$ cat src/rtl/mult_div_unit.sv
// Sequential signed multiply/divide unit producing HI:LO.
// Multiply is radix-2 Booth over 32 cycles; divide is restoring on magnitudes plus a sign-fix cycle.
module mult_div_unit (
    input  logic        clk,
    input  logic        reset_n,
    input  logic        start_mult,
    input  logic        start_div,
    input  logic [31:0] a_in,
    input  logic [31:0] b_in,
    output logic [31:0] hi,
    output logic [31:0] lo,
    output logic        busy,
    output logic        done,
    output logic        div_zero
);

    localparam int unsigned W  = 32;
    localparam int unsigned CW = 6;

    typedef enum logic [1:0] {S_IDLE, S_MULT, S_DIV, S_FIX} state_e;

    state_e          state_q, state_d;
    logic [CW-1:0]   cnt_q, cnt_d;
    logic [W-1:0]    a_q, a_d;       // multiplicand, or |divisor|
    logic [W-1:0]    acc_q, acc_d;   // Booth upper half, or partial remainder
    logic [W-1:0]    p_q, p_d;       // Booth lower half, or quotient
    logic            qm1_q, qm1_d;
    logic            sa_q, sa_d, sb_q, sb_d;
    logic [W-1:0]    hi_q, hi_d, lo_q, lo_d;
    logic            busy_q, busy_d, done_q, done_d, dz_q, dz_d;

    logic            last_iter_c;
    logic [W:0]      booth_sum_c;
    logic [W:0]      rem_sh_c;
    logic [W-1:0]    quo_sh_c;
    logic [W-1:0]    trial_c;
    logic            rem_ge_c;

    function automatic logic [W-1:0] mag(input logic [W-1:0] x);
        return x[W-1] ? W'(0) - x : x;
    endfunction

    assign last_iter_c = (cnt_q == CW'(W - 1));
    assign rem_sh_c    = {acc_q, p_q[W-1]};
    assign quo_sh_c    = {p_q[W-2:0], 1'b0};
    assign rem_ge_c    = (rem_sh_c >= {1'b0, a_q});
    assign trial_c     = rem_sh_c[W-1:0] - a_q;

    // 33-bit Booth add/sub keeps the sign of the upper half intact
    always_comb begin
        case ({p_q[0], qm1_q})
            2'b01:   booth_sum_c = {acc_q[W-1], acc_q} + {a_q[W-1], a_q};
            2'b10:   booth_sum_c = {acc_q[W-1], acc_q} - {a_q[W-1], a_q};
            default: booth_sum_c = {acc_q[W-1], acc_q};
        endcase
    end

    always_ff @(posedge clk or negedge reset_n) begin
        if (!reset_n) state_q <= S_IDLE;
        else          state_q <= state_d;
    end

    always_comb begin
        state_d = state_q;
        case (state_q)
            S_IDLE: begin
                if (start_mult)                     state_d = S_MULT;
                else if (start_div && b_in != '0)   state_d = S_DIV;
            end
            S_MULT:  if (last_iter_c) state_d = S_IDLE;
            S_DIV:   if (last_iter_c) state_d = S_FIX;
            S_FIX:   state_d = S_IDLE;
            default: state_d = S_IDLE;
        endcase
    end

    always_comb begin
        cnt_d  = cnt_q;
        a_d    = a_q;
        acc_d  = acc_q;
        p_d    = p_q;
        qm1_d  = qm1_q;
        sa_d   = sa_q;
        sb_d   = sb_q;
        hi_d   = hi_q;
        lo_d   = lo_q;
        busy_d = busy_q;
        done_d = 1'b0;
        dz_d   = dz_q;
        case (state_q)
            S_IDLE: begin
                if (start_mult) begin
                    a_d    = a_in;
                    p_d    = b_in;
                    acc_d  = '0;
                    qm1_d  = 1'b0;
                    cnt_d  = '0;
                    dz_d   = 1'b0;
                    busy_d = 1'b1;
                end else if (start_div) begin
                    if (b_in == '0) begin
                        done_d = 1'b1;
                        dz_d   = 1'b1;
                    end else begin
                        sa_d   = a_in[W-1];
                        sb_d   = b_in[W-1];
                        a_d    = mag(b_in);
                        p_d    = mag(a_in);
                        acc_d  = '0;
                        qm1_d  = 1'b0;
                        cnt_d  = '0;
                        dz_d   = 1'b0;
                        busy_d = 1'b1;
                    end
                end
            end
            S_MULT: begin
                acc_d = booth_sum_c[W:1];
                p_d   = {booth_sum_c[0], p_q[W-1:1]};
                qm1_d = p_q[0];
                cnt_d = cnt_q + CW'(1);
                if (last_iter_c) begin
                    hi_d   = booth_sum_c[W:1];
                    lo_d   = {booth_sum_c[0], p_q[W-1:1]};
                    done_d = 1'b1;
                    busy_d = 1'b0;
                end
            end
            S_DIV: begin
                if (rem_ge_c) begin
                    acc_d = trial_c;
                    p_d   = {quo_sh_c[W-1:1], 1'b1};
                end else begin
                    acc_d = rem_sh_c[W-1:0];
                    p_d   = quo_sh_c;
                end
                cnt_d = cnt_q + CW'(1);
            end
            S_FIX: begin
                lo_d   = (sa_q ^ sb_q) ? W'(0) - p_q : p_q;
                hi_d   = sa_q ? W'(0) - acc_q : acc_q;
                done_d = 1'b1;
                busy_d = 1'b0;
            end
            default: ;
        endcase
    end

    always_ff @(posedge clk or negedge reset_n) begin
        if (!reset_n) begin
            cnt_q  <= '0;
            a_q    <= '0;
            acc_q  <= '0;
            p_q    <= '0;
            qm1_q  <= 1'b0;
            sa_q   <= 1'b0;
            sb_q   <= 1'b0;
            hi_q   <= '0;
            lo_q   <= '0;
            busy_q <= 1'b0;
            done_q <= 1'b0;
            dz_q   <= 1'b0;
        end else begin
            cnt_q  <= cnt_d;
            a_q    <= a_d;
            acc_q  <= acc_d;
            p_q    <= p_d;
            qm1_q  <= qm1_d;
            sa_q   <= sa_d;
            sb_q   <= sb_d;
            hi_q   <= hi_d;
            lo_q   <= lo_d;
            busy_q <= busy_d;
            done_q <= done_d;
            dz_q   <= dz_d;
        end
    end

    assign hi       = hi_q;
    assign lo       = lo_q;
    assign busy     = busy_q;
    assign done     = done_q;
    assign div_zero = dz_q;

endmodule

$ cat config.mk
export PLATFORM = sky130hd
export DESIGN_NAME = mult_div_unit
export DESIGN_NICKNAME = d
export VERILOG_FILES = /design/src/rtl/mult_div_unit.sv
export SDC_FILE = /design/constraint.sdc
export NUM_CORES = 1
export LEC_CHECK = 0
export BUFFER_PORTS_ARGS = -buffer_cell sky130_fd_sc_hd__buf_2
export CORE_ASPECT_RATIO = 0.6
export CORE_MARGIN = 2
export CORE_UTILIZATION = 30
export DETAILED_ROUTE_END_ITERATION = 8
export GPL_TIMING_DRIVEN = 0
export HOLD_SLACK_MARGIN = 0.05
export MAX_ROUTING_LAYER = met4
export SKIP_LAST_GASP = 1
export SLEW_MARGIN = 20
export SYNTH_ARGS = -nofsm -noshare
export SYNTH_HDL_FRONTEND = slang
export SYNTH_SLANG_ARGS = --single-unit
$ cat constraint.sdc
create_clock -name clk -period 8.96 [get_ports clk]
set_input_delay 1.792 -clock clk [delete_from_list [all_inputs] [get_ports clk]]
set_output_delay 1.792 -clock clk [all_outputs]
set_load 0.01 [all_outputs]
### Word-level counts from Yosys, hierarchy flattened

Index checks and enable logic that the tools add are counted.

| word-level totals | value |
|---|---|
| register bits | 174 |
| output and inout bits | 67 |
| word-level logic and storage cells | 104 |

| cells by class | value |
|---|---|
| $add $sub $neg | 8 |
| magnitude comparators | 1 |
| equal/unequal tests | 12 |
| multiplexer cells | 47 |
| bitwise gates (word level) | 3 |
| reduce and logical (&&, ||, !) cells | 20 |

Operators by type and width:

| operator | number |
|---|---|
| 32-bit 2-to-1 mux | 16 |
| 32-bit case mux with 3 select lines | 2 |
| 32-bit case mux with 2 select lines | 2 |
| 1-bit by 32-bit subtractor with 32-bit output, first input constant | 4 |
| 33-bit case mux with 2 select lines | 1 |
| 32-bit by 32-bit adder with 33-bit output | 1 |
| 33-bit by 32-bit >= comparator with 1-bit output | 1 |
| 32-bit by 32-bit subtractor with 33-bit output | 1 |
| 32-bit logical NOT | 1 |
| 32-bit nonzero test | 1 |
| 32-bit subtractor | 1 |
| 6-bit 2-to-1 mux | 3 |
| 3-bit AND reduction | 5 |
| 1-bit 2-to-1 mux | 14 |
| 6-bit case mux with 2 select lines | 1 |
| 3-bit != test, second input constant | 3 |
| 2-bit 2-to-1 mux | 4 |
| 2-bit case mux with 4 select lines | 1 |
| 4-bit AND reduction | 2 |
| 2-bit nonzero test | 4 |
| 6-bit by 1-bit adder with 6-bit output, second input constant | 1 |
| 2-bit == test, second input constant | 3 |
| 6-bit by 5-bit == test with 1-bit output, second input constant | 1 |
| 2-bit != test, second input constant | 3 |
| other kinds (10) | 15 |

### Logic depth before layout (Yosys ltp)

Gate-level depths: netlist of run 1.

| logic depth | value |
|---|---|
| word-level depth | 6 |
| gate-level depth with buffers | 20 |
| gate-level depth less buffers | 19 |

### Worst setup path after synthesis of run 1

No wires, ideal clock.

| path | value |
|---|---|
| path kind | input to register |
| start | input b_in[10] |
| end | register a_q[29] |
| setup time | 127 ps |
| arrival | 4,254 ps |
| slack | 4,579 ps |
| cell stages on the path | 9 |
| cells stage by stage | or4_1 -> or4b_1 -> or4_1 -> or3_1 -> o31ai_2 -> xor2_1 -> o21ai_0 -> nand2_1 -> o21ai_1 |

| on the way | value |
|---|---|
| word-level cells in the longest chain between the ends | 5 |
| elaborated cells on any way between the ends | 8 |

Ends and longest elaborated chain:

| element | line | source |
|---|---|---|
| start, declared | 9 | `input logic [31:0] b_in,` |
| 1-bit by 32-bit subtractor with 32-bit output | 40 | `return x[W-1] ? W'(0) - x : x;` |
| 32-bit 2-to-1 mux | 40 |  |
| 32-bit 2-to-1 mux | 101 | `if (b_in == '0) begin` |
| 32-bit 2-to-1 mux | 100 | `end else if (start_div) begin` |
| 32-bit 2-to-1 mux | 92 | `if (start_mult) begin` |
| end signal, assigned | 152 | `a_q <= '0;` |
| end signal, assigned | 165 | `a_q <= a_d;` |
| end, declared | 24 | `logic [W-1:0] a_q, a_d;` |

Several ways; a longest one is shown, not always the timed one. The select of a mux whose other input is x is not followed.
A chain may end at the register's enable or synchronous reset.

### Worst setup path after layout of run 1

| path | value |
|---|---|
| start | register a_q[0] |
| end | register hi_q[31], in the netlist hi[31] |

| on the way | value |
|---|---|
| word-level cells in the longest chain between the ends | 4 |
| elaborated cells on any way between the ends | 5 |

Ends and longest elaborated chain:

| element | line | source |
|---|---|---|
| 32-bit by 32-bit subtractor with 33-bit output or 32-bit by 32-bit adder with 33-bit output (tied branches) | 53, 52 |  |
| 33-bit case mux with 2 select lines (*) | 51 | `case ({p_q[0], qm1_q})` |
| 32-bit 2-to-1 mux (*) | 122 | `if (last_iter_c) begin` |
| 32-bit case mux with 2 select lines (*) | 90 | `case (state_q)` |
| end signal, assigned | 171 | `hi_q <= hi_d;` |
| end, declared | 29 | `logic [W-1:0] hi_q, hi_d, lo_q, lo_d;` |

Every way passes the cells marked *; elsewhere a longest branch is shown, timed or not. The select of a mux whose other input is x is not followed.

==> results by group, run 1 <==
Timing
  • Max Freq: 0.158 GHz
  • # setup viols final: 0
  • PnR worst setup slack: 2.63 ns
  • RSZ-0062 raised after global routing: no
  • Slew HR: a little under a fifth
  • Min Tclk post-route: 6.33 ns
  • Slew Viols, Final: 0
  • Layout Skew: 0.0134 ns
  • Setup TNS: 0 ns
  • Worst-Margin Slew: 1.21 ns
  • Fin. Hold Viols: 0
  • Final Cycle Share: 70.6%

Drt
  • DR vias: 17500
  • Vias per cell: a little under 6
  • Drt drc: 0
  • Final WL: 75600 um
  • Final ANT Viol Nets: 0
  • Drt wl/cell: 25.3 um
  • DRT Pass-1 Iters: 5
  • DR iter-0 viols: 1906

CTS
  • Cts bufs inserted: 17
  • # hold bufs at CTS: 0
  • Root Buffer Master: clkbuf_16
  • Clk pin slew, worst setup/hold paths: 0.08 ns
  • Gates resized, CTS repair: 0
  • CTS tree: done
  • Buffer count from post-CTS setup fixing: 0
  • CTS max path bufs: 2
  • H-Tree Depth: 4
  • Latest clock arrival within the worst-skew pair: about 0.46 ns
  • Clock Sink Count: 174

Yosys
  • Main synth FF type: dfrtp_1
  • Syn. warnings: 0
  • Synthesized Nets: 2257
  • Top cells by area, synth: dfrtp_1, o21ai_0, nand2_1
  • Top cell type's share of synthesized area: 27.2%
  • Netlist cell types: 80
  • Synth async-reset ratio: 100%
  • Syn avg cell area: 7.58 um^2
  • Seq/Total Area, Yosys: 27.2%
  • Largest area contributor in the netlist: dfrtp_1
  • #FFs+latches synth: between 150 and 200
  • Post-Syn Area: around 16000 um^2
  • Post-synth top cells: nand2_1, o21ai_0, dfrtp_1
  • Cell with the most instances after synthesis: nand2_1
  • Cells after synthesis: 2112
  • Number of flops mapped to enable cells by yosys: 0

Setup path
  • Setup crit end kind: register
  • Critical path required time: 9.26 ns
  • Cell Chain, Critical Path: inv_1 > ha_1 > or4b_2 > nor3_1 > a31oi_1 > xnor2_1 > ha_1 > and4_1 > and3_1 > a221o_1 > o31ai_1 > a21oi_1 > a311oi_1 > xnor2_1 > a311oi_1
  • Critical path's slowest cell: xnor2_1
  • Crit path buf inv count: 1
  • Crit-path leading delay family: compound AO/OA/AOI/OAI gates
  • Element type at the critical path start: register
  • Reg2reg start: a_q[0]
  • R2R setup slack: 2.63 ns
  • Worst reg2reg endpoint: hi[31]
  • Critical path fanouts, max: 6
  • Worst EP arrival: approximately 6.6 ns
  • WP depth: 15
  • Critical path class: reg -> reg
  • CP max stage delay: 0.71 ns
  • R2r worst-path depth: 15

Global route
  • Largest net degree at the start of global routing: a little over 90
  • First-pass GRT wire length: 109000 um
  • Remaining Overflow, GRT: 0
  • Global Route Usage Sum: 27.6%
  • Initial antenna violation count: 2
  • Vias in the first global route: 15700

Cells and area
  • Fillers: 5613
  • Area Growth Syn to Fin: 14.1%
  • Nets: 2411
  • Util after Layout: 34.7%
  • Design Area, Final: 18300 um^2
  • Layout cells sized above 1: a little under a tenth
  • Register Area: 4350 um^2
  • Area of the multi-input gates: between 10000 and 15000 um^2

Floorplan
  • Core Area: 52600 um^2
  • DIE AREA: roughly 55000 um^2
  • Die Width: 302 um
  • Die height: 183 um
  • Starting Density: 30.4%
  • Site row count: 65
  • IO Count: 135

Min path
  • Hold depth: 2
  • Hold Path End: hi[16]
  • Worst Hold Launch: hi[16]
  • Worst hold path type: reg -> reg

Job
  • Max-cap violations: 0

Status
  • Outcome: finished clean

Placement
  • Place WS: 2.98 ns
  • GPL Wtd Cong: 0.986
  • Placed cell area: ~18000 um^2
  • Final HPWL DP: 62200 um
  • Number of input and output port buffers inserted: between 100 and 150
final cells by class:
class	count	area share, %
Antenna cell	1	0.0137
Buffer	143	3.04
Clock buffer	18	2.40
Clock inverter	14	1.21
Inverter	64	1.32
Multi-Input combinational cell	1731	59.5
Sequential cell	174	23.8
Tap cell	703	4.82
Timing Repair Buffer	135	3.88
flip-flops by register name, indices dropped and copies added (netlist names):
| register | flops |
|---|---|
| done | 1 |
| qm1_q | 1 |
| sa_q | 1 |
| lo | 32 |
| state_q | 2 |
| sb_q | 1 |
| acc_q | 32 |
| a_q | 32 |
| hi | 32 |
| p_q | 32 |
| cnt_q | 6 |
| busy | 1 |
| div_zero | 1 |
worst min-delay path: stages, from the launching register on:
cell     delay (ns)
dfrtp_1        0.35
nand2_1        0.05
nand2_1        0.05
layout by cell type, fill, tap and decap left out, types with 32 or more instances in the layout:
cell type and n:
dfrtp_1 174, or3_1 32, ha_1 75, nor3_1 36, buf_2 141, nor2_1 93
o21ai_0 314, inv_1 64, nand3_1 46, xnor2_1 110, a21oi_1 130, a22oi_1 44
clkbuf_1 119, o31ai_1 32, xor2_1 84, nand2_1 337, mux2i_1 40
worst max path at each step:
stage / from / to / slack, ns
after detailed placement: a_q[0] / acc_q[25] / 2.98
after global placement: a_q[0] / acc_q[25] / 3.02
after global routing: p_q[0] / acc_q[25] / 2.48
final: a_q[0] / hi[31] / 2.63
after floorplan: b_in[10] / a_q[29] / 4.58
after CTS: a_q[0] / acc_q[25] / 2.93
stage by stage:
step | cells | hold slack [ns]
after global placement | 2949 | 0.449
after global routing | 2983 | 0.512
after CTS | 2982 | 0.477
after detailed placement | 2950 | 0.457
final | 2983 | 0.467
after floorplan | 2112 | 0.466
routing by layer:
layer	global-route usage [%]	wire length [um]
met5	-	0
met4	2.89	435
met3	10.6	10700
met2	32.7	26800
met1	43.1	37700
logic make-up (layout without fill, tap and decap cells):
logic type / count (synthesis) / after routing / synth area share [%]
AND/OR/NAND/NOR: 674 / 674 / 19.5
adder cells (fa/ha/maj): 77 / 77 / 6.11
XOR/XNOR: 194 / 194 / 10.6
flip-flops: 174 / 174 / 27.2
other: 0 / 1 / 0
AO/OA/AOI/OAI: 738 / 738 / 28.5
multiplexers: 48 / 48 / 3.06
buffers and inverters: 207 / 374 / 4.97
Power of run 1 is not shown: default switching activity piles up to over one toggle a cycle in this logic, so the estimate is an artifact.
==> run 2: changes to the inputs <==
Settings changed: ABC_AREA set to 1.
Clock period 8.96 ns to 6 ns, I/O delays scaled along.
==> results by group, run 2 <==
Timing
  • Layout Skew: 0.0198 ns (+0.00638 ns)
  • Min Tclk post-route: 4.74 ns (-1.58 ns)
  • RSZ-0062 raised after global routing: no
  • # setup viols final: 0 (unchanged)
  • Fin. Hold Viols: 0 (unchanged)
  • PnR worst setup slack: 1.26 ns (-1.38 ns)
  • Hold_ws: 0.477 ns (+0.0107 ns)
  • Slew Viols, Final: 0 (unchanged)
  • Final Cycle Share: 79.1% (+8.4 points)
  • Max Freq: 0.211 GHz (+33%)
  • Worst-Margin Slew: 0.965 ns (-0.241 ns)
  • Slew HR: 35.0% (+16 points)
  • Setup TNS: 0 ns (unchanged)

Yosys
  • Synthesized Nets: 3096 (+37%)
  • Multiplexer area fraction after synthesis: 0.0563% (-3.0 points)
  • Cells after synthesis: 2951 (+40%)
  • Xor/xnor share of the synthesized area: 5.07% (-5.5 points)
  • Number of flops mapped to enable cells by yosys: 0 (unchanged)
  • Syn. warnings: 0 (unchanged)
  • Top cells by area, synth: dfrtp_1, nand2_1, inv_1
  • Syn avg cell area: 6.02 um^2 (-21%)
  • Seq/Total Area, Yosys: 24.5% (-2.7 points)
  • Post-Syn Area: 17800 um^2 (+11%)
  • Post-synth top cells: nand2_1, inv_1, nor2_1
  • Main synth FF type: dfrtp_1
  • Cell with the most instances after synthesis: nand2_1
  • Netlist cell types: 54 (-33%)
  • Synth async-reset ratio: 100% (unchanged)
  • Post-synthesis simple-gate area fraction: 36.4% (+17 points)
  • #FFs+latches synth: 174 (unchanged)
  • Area share of fa/ha/maj cells after synthesis: 5.51% (-0.61 points)
  • Compound-Gate Fraction of Synth Area: 18.6% (-9.9 points)
  • Largest area contributor in the netlist: dfrtp_1
  • Largest family of logic cells by synthesized area: simple AND/OR/NAND/NOR gates
  • Top cell type's share of synthesized area: 24.5% (-2.7 points)

Drt
  • DRT Pass-1 Iters: 8 (+3)
  • Drt drc: 0 (unchanged)
  • DR vias: 21100 (+21%)
  • Vias per cell: 5.41 (-7.7%)
  • Final WL: 86200 um (+14%)
  • Drt wl/cell: 22.1 um (-13%)
  • DR iter-0 viols: 3093 (+62%)
  • Final ANT Viol Nets: 0 (unchanged)

CTS
  • CTS tree: done
  • CTS max path bufs: 2 (unchanged)
  • Root Buffer Master: clkbuf_16
  • H-Tree Depth: 4 (unchanged)
  • # hold bufs at CTS: 0 (unchanged)
  • Latest clock arrival within the worst-skew pair: 0.47 ns (about the same)
  • Clock Sink Count: 174 (unchanged)
  • Buffer count from post-CTS setup fixing: 0 (unchanged)
  • Clk pin slew, worst setup/hold paths: 0.08 ns (about the same)
  • Gates resized, CTS repair: 0 (unchanged)
  • Cts bufs inserted: 17 (unchanged)

Cells and area
  • Commonest cells after routing, fill and taps aside: nand2_1, inv_1, nor2_1
  • Area Growth Syn to Fin: 12.6%
  • Nets: 3247 (+35%)
  • Commonest non-fill, non-tap cell in the layout: nand2_1
  • Layout cells sized above 1: 7.77% (-1.6 points)
  • Util after Layout: 34.0% (-0.71 points)
  • Fillers: 6691 (+19%)
  • Fin cells: 3897 (+31%)
  • Design Area, Final: 20000 um^2 (+9.6%)

Min path
  • Worst Hold Launch: lo[4]
  • Worst hold path type: reg -> reg

Setup path
  • Critical Path Source: a_q[0]
  • Critical path fanouts, max: 5 (-1)
  • Reg2reg start: a_q[0]
  • Setup crit end kind: register
  • Critical path class: reg -> reg
  • Worst EP arrival: 5.16 ns (-1.47 ns)
  • Element type at the critical path start: register
  • Critical path required time: 6.41 ns (-2.85 ns)

Floorplan
  • Core Area: 58900 um^2 (+12%)
  • Die Width: 318 um (+5.3%)
  • IO Count: 135 (unchanged)
  • Site row count: 69 (+6.2%)
  • Die height: 193 um (+5.2%)
  • DIE AREA: 61300 um^2 (+11%)
  • Starting Density: 30.2% (-0.24 points)

Global route
  • Initial antenna violation count: 1 (-1)
  • Global Route Usage Sum: 28.5% (+0.89 points)
  • Vias in the first global route: 18100 (+15%)
  • Remaining Overflow, GRT: 0 (unchanged)
  • Largest net degree at the start of global routing: 96 (+5.5%)
  • First-pass GRT wire length: 125000 um (+15%)

Power and ir drop
  • VDD IR max: ~0.0003 V
  • Overall Power: 13.9 mW
  • Power density over cell area: between 600 and 700 nW/um^2
  • Leak: 10.1 nW

Placement
  • Dpl cells: 3864 (+31%)
  • Placed cell area: 19400 um^2 (+10%)
  • Final HPWL DP: 72400 um (+16%)
  • GPL Wtd Cong: 1.01 (+2.5%)
  • Place WS: 1.50 ns (-1.48 ns)
  • Number of input and output port buffers inserted: 131 (-2.2%)

Job
  • Max-cap violations: 0 (unchanged)

Status
  • Outcome: finished clean
run 2: logic make-up (layout without fill, tap and decap cells):
family                   after synthesis  count (layout)
buffers and inverters                449             613
other                                  0               1
multiplexers                           1               1
flip-flops                           174             174
adder cells (fa/ha/maj)               77              77
AND/OR/NAND/NOR                     1563            1563
AO/OA/AOI/OAI                        585             585
XOR/XNOR                             102             102
run 2: critical path: stages, from the launching register on:
cell and delay, ns:
dfrtp_1 0.45, nor3_1 0.26, nand3_1 0.15, nor2_1 0.22, nand4_1 0.20, nor2_1 0.34
nand2_1 0.15, nor2_1 0.21, nand3_1 0.09, nand2_1 0.08, xor2_1 0.29, inv_1 0.15
ha_1 0.46, nand2_1 0.15, nor2_1 0.20, nand2_1 0.12, nor2_1 0.10, nand2_1 0.06
nand2_1 0.10, inv_1 0.05, nand3_1 0.10, nand3_1 0.17, nand2_1 0.29, nand2_1 0.08
nand2_1 0.08, nand2_1 0.05, nand2_1 0.09
run 2: final timing paths:
kind                                  end  slack (ns)  depth (start not counted)
worst max-delay path            acc_q[31]        1.26                         26
worst min-delay path                lo[4]        0.48                          2
worst max register to register  acc_q[31]        1.26                         26
worst min register to register      lo[4]        0.48                          2
max in group asynchronous         a_q[30]        4.31                          2
min in group asynchronous          hi[22]        0.72                          1
run 2: area by class of cell:
type / count / area, um^2 / area share [%]
clock buffers: 19 / 453 / 2.26
multi-input cells: 2328 / 11700 / 58.2
inverters: 331 / 1240 / 6.22
flip-flops and latches: 174 / 4350 / 21.8
well taps: 781 / 977 / 4.88
repair buffers: 132 / 693 / 3.46
diodes: 1 / 2.50 / 0.0125
plain buffers: 118 / 518 / 2.59
clock inverters: 13 / 120 / 0.600
run 2: layer usage:
layer	vias up	global-route usage (%)	share of wire (%)	wire length, um
li1	9997	-	-	-
met1	9832	46.2	51	44400
met2	1211	30.5	32	27600
met3	41	12.0	16	13700
met4	0	2.48	0.55	477
met5	-	-	0	0
run 2: where the power goes:
part / internal [mW] / switching (mW) / total (mW)
Clock: 0.570 / 0.570 / 1.14
Combinational: 2.97 / 7.47 / 10.4
Sequential: 1.71 / 0.653 / 2.36
Total: 5.25 / 8.69 / 13.9
Note: power is estimated with default switching activity, not from simulation.
==> run 3: changes to the inputs <==
Clock period 6 ns to 4.57 ns, I/O delays scaled along.
==> results by group, run 3 (synthesized netlist as in run 2, its figures left out) <==
Status
  • Outcome: finished clean

Placement
  • Final HPWL DP: 72400 um (unchanged)
  • GPL Wtd Cong: 1.01 (unchanged)
  • Placed cell area: 19400 um^2 (unchanged)
  • Number of input and output port buffers inserted: 131 (unchanged)
  • Place WS: 0.0724 ns (-1.43 ns)
  • Dpl cells: 3864 (unchanged)

CTS
  • H-Tree Depth: 4 (unchanged)
  • Buffer count from post-CTS setup fixing: 0 (unchanged)
  • Root Buffer Master: clkbuf_16
  • Clk pin slew, worst setup/hold paths: 0.08 ns (about the same)
  • Cts bufs inserted: 17 (unchanged)
  • # hold bufs at CTS: 0 (unchanged)
  • Clock Sink Count: 174 (unchanged)
  • Latest clock arrival within the worst-skew pair: 0.47 ns (about the same)
  • CTS tree: done
  • CTS max path bufs: 2 (unchanged)
  • Gates resized, CTS repair: 0 (unchanged)

Timing
  • Final Cycle Share: 95.7% (+17 points)
  • # setup viols final: 0 (unchanged)
  • Slew HR: 35.0% (+0.079 points)
  • Slew Viols, Final: 0 (unchanged)
  • Layout Skew: 0.0165 ns (-0.00326 ns)
  • PnR worst setup slack: 0.198 ns (-1.06 ns)
  • Worst-Margin Slew: 0.964 ns (-0.00117 ns)
  • Min Tclk post-route: 4.37 ns (-0.373 ns)
  • Max Freq: 0.229 GHz (+8.5%)
  • Fin. Hold Viols: 0 (unchanged)

Drt
  • Drt wl/cell: 22.1 um (+0.11%)
  • Vias per cell: 5.42 (+0.12%)
  • DR iter-0 viols: 3251 (+5.1%)
  • Final WL: 86300 um (+0.11%)
  • DRT Pass-1 Iters: 7 (-1)
  • DR vias: 21100 (+0.12%)
  • Final ANT Viol Nets: 0 (unchanged)
  • Drt drc: 0 (unchanged)

Power and ir drop
  • Power density over cell area: 915 nW/um^2 (+31%)
  • VDD IR max: 0.000401 V (+32%)
  • Leak: 10.1 nW (about the same)

Cells and area
  • Fillers: 6687 (-0.060%)
  • Util after Layout: 34.1% (+0.083 points)
  • Layout cells sized above 1: 8.12% (+0.35 points)
  • Area Growth Syn to Fin: 12.9%
  • Commonest non-fill, non-tap cell in the layout: nand2_1
  • Area of the multi-input gates: 11700 um^2 (+0.40%)
  • Nets: 3247 (unchanged)
  • Register Area: 4350 um^2 (unchanged)
  • Design Area, Final: 20100 um^2 (+0.24%)
  • Commonest cells after routing, fill and taps aside: nand2_1, inv_1, nor2_1
  • Fin cells: 3897 (unchanged)

Job
  • Max-cap violations: 0 (unchanged)

Setup path
  • Critical path fanouts, max: 10 (+5)
  • Critical path class: reg -> reg
  • Critical path required time: 4.90 ns (-1.51 ns)
  • Cell Chain, Critical Path: ha_1 > clkbuf_2 > inv_1 > clkbuf_2 > nand2_1 > xor2_1 > inv_1 > ha_1 > a21oi_1 > o21ai_0 > a21oi_1 > nor2_1 > nor2_1 > nand2_1 > nand2_1 > nand3_1 > a21oi_1 > o21ai_0
  • Setup crit end kind: register
  • CP max stage delay: 0.43 ns (-0.03 ns)
  • Worst EP arrival: 4.70 ns (-0.46 ns)
  • Critical path's slowest cell: dfrtp_1
  • Element type at the critical path start: register
  • Crit path buf inv count: 4 (+2)
  • Crit-path leading delay family: compound AO/OA/AOI/OAI gates

Global route
  • Initial antenna violation count: 1 (unchanged)
  • Remaining Overflow, GRT: 0 (unchanged)
  • Vias in the first global route: 18100 (unchanged)
  • Global Route Usage Sum: 28.5% (unchanged)
  • Largest net degree at the start of global routing: 96 (unchanged)
  • First-pass GRT wire length: 125000 um (unchanged)

Floorplan
  • Site row count: 69 (unchanged)
  • Starting Density: 30.2% (unchanged)
  • Die height: 193 um (unchanged)
  • DIE AREA: 61300 um^2 (unchanged)
  • Die Width: 318 um (unchanged)
  • Core Area: 58900 um^2 (unchanged)
  • IO Count: 135 (unchanged)

Min path
  • Worst hold path type: in -> async
run 3: cell types whose count changed in the layout (fill, tap and decap cells not counted), moves of 2 or more:
cell,previous run,this run
clkbuf_1,71,69
nor2_1,309,305
nor2_2,7,10
clkbuf_2,1,3
run 3: area by class of cell:
type | instances | area share (%)
diodes | 1 | 0.0125
plain buffers | 118 | 2.59
clock buffers | 19 | 2.26
clock inverters | 13 | 0.599
inverters | 331 | 6.20
multi-input cells | 2328 | 58.3
flip-flops and latches | 174 | 21.7
well taps | 781 | 4.87
repair buffers | 132 | 3.45
run 3: power by group:
group          internal (mW)  total (mW)  switching (mW)  leakage (nW)
combinational           3.93        13.8            9.83          7.65
clock                  0.749        1.50           0.750         0.284
sequential              2.25        3.11           0.864          2.17
total                   6.92        18.4            11.4          10.1
run 3: routing by layer:
| metal | GRT usage, % | share of wire (%) | vias to the layer above |
|---|---|---|---|
| met1 | 46.2 | 51 | 9861 |
| met5 | - | 0 | - |
| li1 | - | - | 9989 |
| met3 | 12.0 | 16 | 30 |
| met2 | 30.5 | 32 | 1226 |
| met4 | 2.48 | 0.53 | 0 |
run 3: worst paths after layout:
kind / slack [ns] / end / depth (start not counted) / start
hold reg to reg: 0.48 / lo[4] / 2 / lo[4]
max in group asynchronous: 3.17 / a_q[30] / 2 / reset_n
min in group clk: 0.48 / lo[4] / 2 / lo[4]
hold / removal: 0.44 / hi[22] / 1 / reset_n
setup / recovery: 0.20 / hi[24] / 18 / p_q[0]
setup reg to reg: 0.20 / hi[24] / 18 / p_q[0]
run 3: through the flow:
| stage | total power [mW] | hold WS, ns | TNS [ns] |
|---|---|---|---|
| floorplan | 11.2 | 0.452 | 0 |
| CTS | 17.7 | 0.459 | 0 |
| global route | 19.7 | 0.484 | -0.0194 |
| global placement | 16.1 | 0.460 | -49.83 |
| finish | 18.4 | 0.443 | 0 |
| detailed placement | 16.1 | 0.461 | 0 |
